--- src/rtl/stack_arbiter.sv ---
`default_nettype none
// ============================================================================
// Module      : stack_arbiter
// Description : Round-robin arbiter that serialises two requesters onto a
//               single external stack (clear / push / pop), returning popped
//               data and an error flag. Optional macro STACK_ARB_PRECHECK_EN
//               suppresses push-on-full and pop-on-empty before issue.
// Revision    : 1.0 - initial release
// ============================================================================
module stack_arbiter #(
    parameter int DW = 8
) (
    input  logic            clk,
    input  logic            rst,
    input  logic [1:0]      req,
    input  logic [3:0]      op,
    input  logic [2*DW-1:0] wdata,
    output logic [1:0]      gnt,
    output logic [1:0]      done,
    output logic [DW-1:0]   rdata,
    output logic            err,
    output logic            busy,
    output logic [1:0]      stk_cmd,
    output logic [DW-1:0]   stk_din,
    input  logic [DW-1:0]   stk_dout,
    input  logic            stk_full,
    input  logic            stk_empty,
    input  logic            stk_error
);

    typedef enum logic [2:0] {
        ST_INIT  = 3'd0,
        ST_IDLE  = 3'd1,
        ST_ISSUE = 3'd2,
        ST_WAIT  = 3'd3,
        ST_RESP  = 3'd4
    } state_t;

    localparam logic [1:0] c_OP_NOP  = 2'b00;
    localparam logic [1:0] c_OP_CLR  = 2'b01;
    localparam logic [1:0] c_OP_PUSH = 2'b10;
    localparam logic [1:0] c_OP_POP  = 2'b11;

    state_t      r_state;
    logic        r_init_sent;
    logic        r_last_b;
    logic [1:0]  r_op;
    logic        r_block;

    logic          w_win_b;
    logic [1:0]    w_sel_op;
    logic [DW-1:0] w_sel_wdata;
    logic          w_block;
    logic          w_resp_err;

    // Round-robin: on a tie the requester not served last wins.
    always_comb begin
        w_win_b = 1'b0;
        case (req)
            2'b01:   w_win_b = 1'b0;
            2'b10:   w_win_b = 1'b1;
            2'b11:   w_win_b = ~r_last_b;
            default: w_win_b = 1'b0;
        endcase
    end

    assign w_sel_op    = w_win_b ? op[3:2] : op[1:0];
    assign w_sel_wdata = w_win_b ? wdata[2*DW-1:DW] : wdata[DW-1:0];

`ifdef STACK_ARB_PRECHECK_EN
    // Flags are stable in IDLE, so the decision is taken as ISSUE is entered.
    assign w_block = ((w_sel_op == c_OP_PUSH) && stk_full) ||
                     ((w_sel_op == c_OP_POP)  && stk_empty);
`else
    logic w_unused_flags;
    assign w_unused_flags = stk_full | stk_empty;
    assign w_block        = 1'b0;
`endif

    // A no-op never touches the stack, so a stale stack error must not leak.
    assign w_resp_err = r_block | ((r_op != c_OP_NOP) & stk_error);

    always_ff @(posedge clk or posedge rst) begin
        if (rst) begin
            r_state     <= ST_INIT;
            r_init_sent <= 1'b0;
            r_last_b    <= 1'b1;
            r_op        <= c_OP_NOP;
            r_block     <= 1'b0;
            gnt         <= 2'b00;
            done        <= 2'b00;
            rdata       <= '0;
            err         <= 1'b0;
            busy        <= 1'b1;
            stk_cmd     <= c_OP_NOP;
            stk_din     <= '0;
        end else begin
            done <= 2'b00;
            case (r_state)
                ST_INIT: begin
                    if (!r_init_sent) begin
                        stk_cmd     <= c_OP_CLR;
                        r_init_sent <= 1'b1;
                    end else begin
                        stk_cmd <= c_OP_NOP;
                        busy    <= 1'b0;
                        r_state <= ST_IDLE;
                    end
                end
                ST_IDLE: begin
                    if (|req) begin
                        r_last_b <= w_win_b;
                        r_op     <= w_sel_op;
                        r_block  <= w_block;
                        gnt      <= w_win_b ? 2'b10 : 2'b01;
                        stk_cmd  <= w_block ? c_OP_NOP : w_sel_op;
                        stk_din  <= w_sel_wdata;
                        busy     <= 1'b1;
                        r_state  <= ST_ISSUE;
                    end
                end
                ST_ISSUE: begin
                    stk_cmd <= c_OP_NOP;
                    r_state <= ST_WAIT;
                end
                ST_WAIT: begin
                    r_state <= ST_RESP;
                end
                ST_RESP: begin
                    err <= w_resp_err;
                    if ((r_op == c_OP_POP) && !w_resp_err) begin
                        rdata <= stk_dout;
                    end
                    done    <= gnt;
                    gnt     <= 2'b00;
                    busy    <= 1'b0;
                    r_state <= ST_IDLE;
                end
                default: begin
                    stk_cmd <= c_OP_NOP;
                    gnt     <= 2'b00;
                    busy    <= 1'b1;
                    r_state <= ST_INIT;
                end
            endcase
        end
    end

endmodule
`default_nettype wire

--- config.mk ---
export PLATFORM = sky130hd
export DESIGN_NAME = stack_arbiter
export DESIGN_NICKNAME = d
export VERILOG_FILES = /design/src/rtl/stack_arbiter.sv
export SDC_FILE = /design/constraint.sdc
export NUM_CORES = 1
export LEC_CHECK = 0
export CAP_MARGIN = 5
export CORE_MARGIN = 3
export CORE_UTILIZATION = 44
export DETAILED_ROUTE_END_ITERATION = 10
export PLACE_DENSITY = 0.94
export SLEW_MARGIN = 30
export SYNTH_ARGS = -nofsm -noshare
export SYNTH_HDL_FRONTEND = slang
export SYNTH_SLANG_ARGS = --single-unit
--- constraint.sdc ---
create_clock -name clk -period 4.6 [get_ports clk]
set_clock_uncertainty 0.15 [all_clocks]
set_input_delay 0.46 -clock clk [delete_from_list [all_inputs] [get_ports clk]]
set_output_delay 0.46 -clock clk [all_outputs]
set_load 0.005 [all_outputs]
After elaboration in Yosys (flattened, before gate mapping):

Cells that the tools add are included.

* eq/ne operators: 9
* muxes and demuxes: 16
* bitwise gates (word level): 5
* reduce and logical (&&, ||, !) cells: 14

Operators with widths (number)
* $pmux 3 s5: 1
* $mux 2: 5
* $reduce_and 2->1: 5
* $mux 8: 1
* $eq 2x2->1 const B: 3
* $eq 3x2->1 const B: 2
* $mux 3: 2
* $pmux 2 s3: 1
* $reduce_or 2->1: 3
* $ne 2x2->1 const B: 2
* $not 1->1: 4
* $pmux 1 s4: 1
* $pmux 2 s2: 1
* $eq 3x1->1 const B: 1
* $eq 3x3->1 const B: 1
* $logic_not 3->1: 1
* $mux 1: 3
* $reduce_and 3->1: 1
* $reduce_or 3->1: 1
* $pmux 1 s2: 1
* $reduce_bool 2->1: 1
* $and 1x1->1: 1
* $logic_and 1x1->1: 1
* $logic_not 1->1: 1

* flip-flop bits (word level): 31
* bits of input ports: 35
* output and inout bits: 24
* word-level logic and storage cells: 55

Logic depth before layout (Yosys ltp):

* depth after elaboration: 5
* mapped depth: 6
* mapped depth without buffers: 4

Worst setup path before layout:

Ideal clock, no wire load.

* kind: input -> register
* start point: input stk_error
* end point: register rdata[0]
* setup time: 0.125 ns
* data arrival time: 1.303 ns
* data required time: 4.325 ns
* path slack: 3.022 ns
* stages: 3
* buffers on the path: 0
* cell sequence: nand4b_1 > nor3_4 > mux2_2

* word-level cells in the longest chain between the ends: 4

Ends and longest elaborated chain
* start, declared: RTL line 28 `input logic stk_error`
* $and 1x1->1: RTL line 81 `assign w_resp_err = r_block | ((r_op != c_OP_NOP) & stk_error);`
* $logic_not 1->1: RTL line 131 `if ((r_op == c_OP_POP) && !w_resp_err) begin`
* $logic_and 1x1->1: RTL line 131
* $reduce_and 2->1 (no line)
* end signal, assigned: RTL line 132 `rdata <= stk_dout;`
* end, declared: RTL line 20 `output logic [DW-1:0] rdata,`

No other way between the ends.
A chain may end at the register's enable or synchronous reset.

Final worst setup path:

* start point: input req[1]
* end point: register stk_cmd[0]

* word-level cells in the longest chain between the ends: 5
* elaborated cells on any way between the ends: 9
* those cells by class: 3 x eq/ne; 4 x mux; 2 x reduce/logical

Ends and longest elaborated chain
* start, declared: RTL line 15 `input logic [1:0] req,`
* $eq 2x2->1: RTL line 59 `case (req)`
* $pmux 1 s2: RTL line 59
* $mux 2: RTL line 67 `assign w_sel_op = w_win_b ? op[3:2] : op[1:0];`
* $mux 2: RTL line 111 `if (|req) begin`
* $pmux 2 s3: RTL line 99 `case (r_state)`
* end signal, assigned: RTL line 102 `stk_cmd <= c_OP_CLR;`
* end signal, assigned: RTL line 105 `stk_cmd <= c_OP_NOP;`
* end signal, assigned: RTL line 116 `stk_cmd <= w_block ? c_OP_NOP : w_sel_op;`
* end, declared: RTL line 23 `output logic [1:0] stk_cmd,`

Parallel ways exist; a longest one is shown, timed or not. The select of a mux whose other input is x is not followed.

==> flow_metrics.py <==
metrics = {
    "setup_path": {
        "end_kind": "flip-flop",
        "worstSetupPathType": "input pin to flip-flop",
        "critPathSlowestCell": "a21boi_2",
        "cp_top_family": "compound AO/OA/AOI/OAI gates",
        "cpPeakStageDelay_ps": 700,
        "required_ps": 4680,
        "crit_fanout": 11,
        "cp.arrival_ps": 2390,
        "path_cells": "clkdlybuf4s50_1 -> a21boi_2 -> mux2i_1 -> nand2_1 -> a32o_1",
        "crit_buf_inv": 1,
        "start_kind": "input pin",
    },
    "final_layout": {
        "final_nets": 210,
        "area_growth_pct": 48.9,
        "diodes": 0,
        "drive_gt1_frac": 0.142,
    },
    "cts": {
        "hold_buffers": 0,
        "cts_buffers": 5,
        "root_buffer": "clkbuf_4",
        "clkTransAtPathRegs_ps": 100,
        "cts_setup_buffers": 0,
        "post_cts_resized": 0,
        "cts_tree": "done",
        "htreeDepth": 2,
        "clk-insertion-delay-late_ps": 330,
        "clk_path_buf_depth": 2,
        "cts.sinks": 31,
    },
    "sta": {
        "fin_tns_setup_ps": 0,
        "setup_viol": 0,
        "min_period_ps": 2310,
        "rsz0062_at_grt": "no",
        "slew-limit-headroom": 0.456,
        "fmax_mhz": 433,
        "tightestPinTransition_ps": 811,
        "min_period_over_period": 0.502,
        "finalHoldViolations": 0,
        "slew_viol_final": 0,
    },
    "global_route": {
        "grt-ovfl-total": 0,
        "grt_pass1_vias": 1124,
        "grt_max_degree": 32,
        "grt_usage": 0.181,
        "grt_pass1_wl_mm": 4.77,
        "antenna_found_initial": 0,
    },
    "route": {
        "vias": 1116,
        "via_per_inst": 5.39,
        "firstDrtPassIters": 4,
        "drt_first_iter_violations": 45,
        "wl_per_cell_um": 15.7,
        "antenna_left": 0,
        "routed_wl_mm": 3.25,
        "route.detailed.drc": 0,
    },
    "floorplan": {
        "start_util": 0.476,
        "core.rowCount": 19,
        "die-area_um2": 3760,
        "die_x_um": 61.3,
        "core_um2": 2830,
        "die_h_um": 61.3,
        "ios": 59,
    },
    "logic_synthesis": {
        "async_flop_share": 1.00,
        "synthCells": 118,
        "synth_top_area_cell": "dfrtp_1",
        "synth-seq-cells": 31,
        "synth_flop_cell": "dfrtp_1",
        "syn_area_um2": 1350,
        "syn_nets": 153,
        "synth_area_per_cell_um2": 11.4,
        "synth-edff-count": 0,
        "netlist.area_leader.share": 0.539,
        "ys_seq_area_frac": 0.578,
        "yosysUniqueCellTypes": 29,
        "ys_warn_count": 0,
        "synthTopCellsByArea": "dfrtp_1 (54%), mux2i_1 (7.4%), mux2_2 (6.7%)",
        "yosysMostFrequentCell": "dfrtp_1",
        "yosys-top-cells-count": "dfrtp_1 (29), nand2_1 (16), o21ai_0 (13)",
    },
    "pwr": {
        "power_frac_comb": 0.390,
        "p_int_mw": 0.805,
        "power_mw": 1.18,
        "swShare": 0.318,
        "p_sw_mw": 0.376,
        "pwr_density_cell_nw_per_um2": 588,
        "peakVddDrop_mv": 0.315,
        "clkPwrFrac": 0.188,
        "seqPwrFrac": 0.422,
        "p_leak_nw": 0.891,
    },
    "placed_design": {
        "io_buffers": 56,
        "dp_hpwl_mm": 2.50,
        "gp_congestion": 0.793,
    },
    "status": {
        "outcome": "finished clean",
    },
    "flow_run": {
        "maxCapViolations": 0,
    },
    "min_path": {
        "hold_class": "flip-flop to flip-flop",
    },
}
## through the flow
step           instance area, um^2  utilization  instances  setup slack (ps)  hold slack (ps)
4_1_cts                       2010        0.709        207              2290              344
3_5_place_dp                  1920        0.679        199              1940              321
3_3_place_gp                  1920        0.678        199              2010              312
5_1_grt                       2010        0.709        207              2220              378
6_report                      2010        0.709        207              2290              339
2_1_floorplan                 1350            -        118              3020              308
## worst paths after layout
kind                                           to                    from  cells after the start  slack (ps)
min                        stk_cmd[1]$_DFFE_PP0P_  stk_cmd[1]$_DFFE_PP0P_                      1         340
min in group asynchronous       done[0]$_DFF_PP0_                     rst                      2         370
max in group asynchronous  stk_din[7]$_DFFE_PP0P_                     rst                      2        3510
min reg2reg                stk_cmd[1]$_DFFE_PP0P_  stk_cmd[1]$_DFFE_PP0P_                      1         340
max reg2reg                stk_cmd[0]$_DFFE_PP0P_    r_last_b$_DFFE_PP1P_                      4        2670
max                        stk_cmd[0]$_DFFE_PP0P_                  req[1]                      5        2290
## power groups by stage
| stage | Clock (mW) | Combinational [mW] | Sequential (mW) |
|---|---|---|---|
| after global routing | 0.235 | 0.504 | 0.515 |
| after floorplan | 0 | 0.238 | 0.471 |
| after CTS | 0.225 | 0.469 | 0.497 |
| after detailed placement | 0 | 0.467 | 0.503 |
| final | 0.222 | 0.461 | 0.498 |
| after global placement | 0 | 0.440 | 0.493 |
## routing by layer
layer	vias to the layer above	track usage	part of all wire	wire length (um)
met2	58	0.319	0.50	1640
met4	0	0.109	0.036	117
li1	525	-	-	-
met1	521	0.175	0.37	1210
met3	12	0.0776	0.086	279
met5	-	0	0	0
## layout by cell type, fill, tap and decap left out, types with 2 or more instances in the layout
cell,n
nor2_1,8
mux2_2,8
and3_1,2
mux2i_1,10
a21oi_1,5
dfrtp_1,29
nand2_1,16
clkdlybuf4s50_1,56
o21ai_0,13
a21o_1,2
clkbuf_4,5
dfstp_2,2
a22o_1,2
## kinds of logic after synthesis
kind of cell | share of synthesized area
simple gates | 0.126
flops | 0.578
compound gates | 0.130
mux | 0.141
buf+inv | 0.0251
## state kept, by name, indices dropped and copies added (netlist names)
signal,count
r_op,2
err,1
gnt,2
r_init_sent,1
r_state,3
done,2
rdata,8
stk_cmd,2
busy,1
r_last_b,1
stk_din,8
## area by class of cell
type                       count  area, um^2
clock inverter                 2        35.0
fill                         215         822
sequential                    31         778
tap                           31        38.8
multi-input combinational     80         539
timing repair buffer          56         561
inverter                       1        3.75
clock buffer                   6        51.3
## worst register-to-register path: cells and delay by family (launching register included)
family	cells	cell delay (ps)
compound gates	2	900
flops	1	390
mux	1	310
simple gates	1	70
No activity file was read; power rests on OpenSTA's default activity.
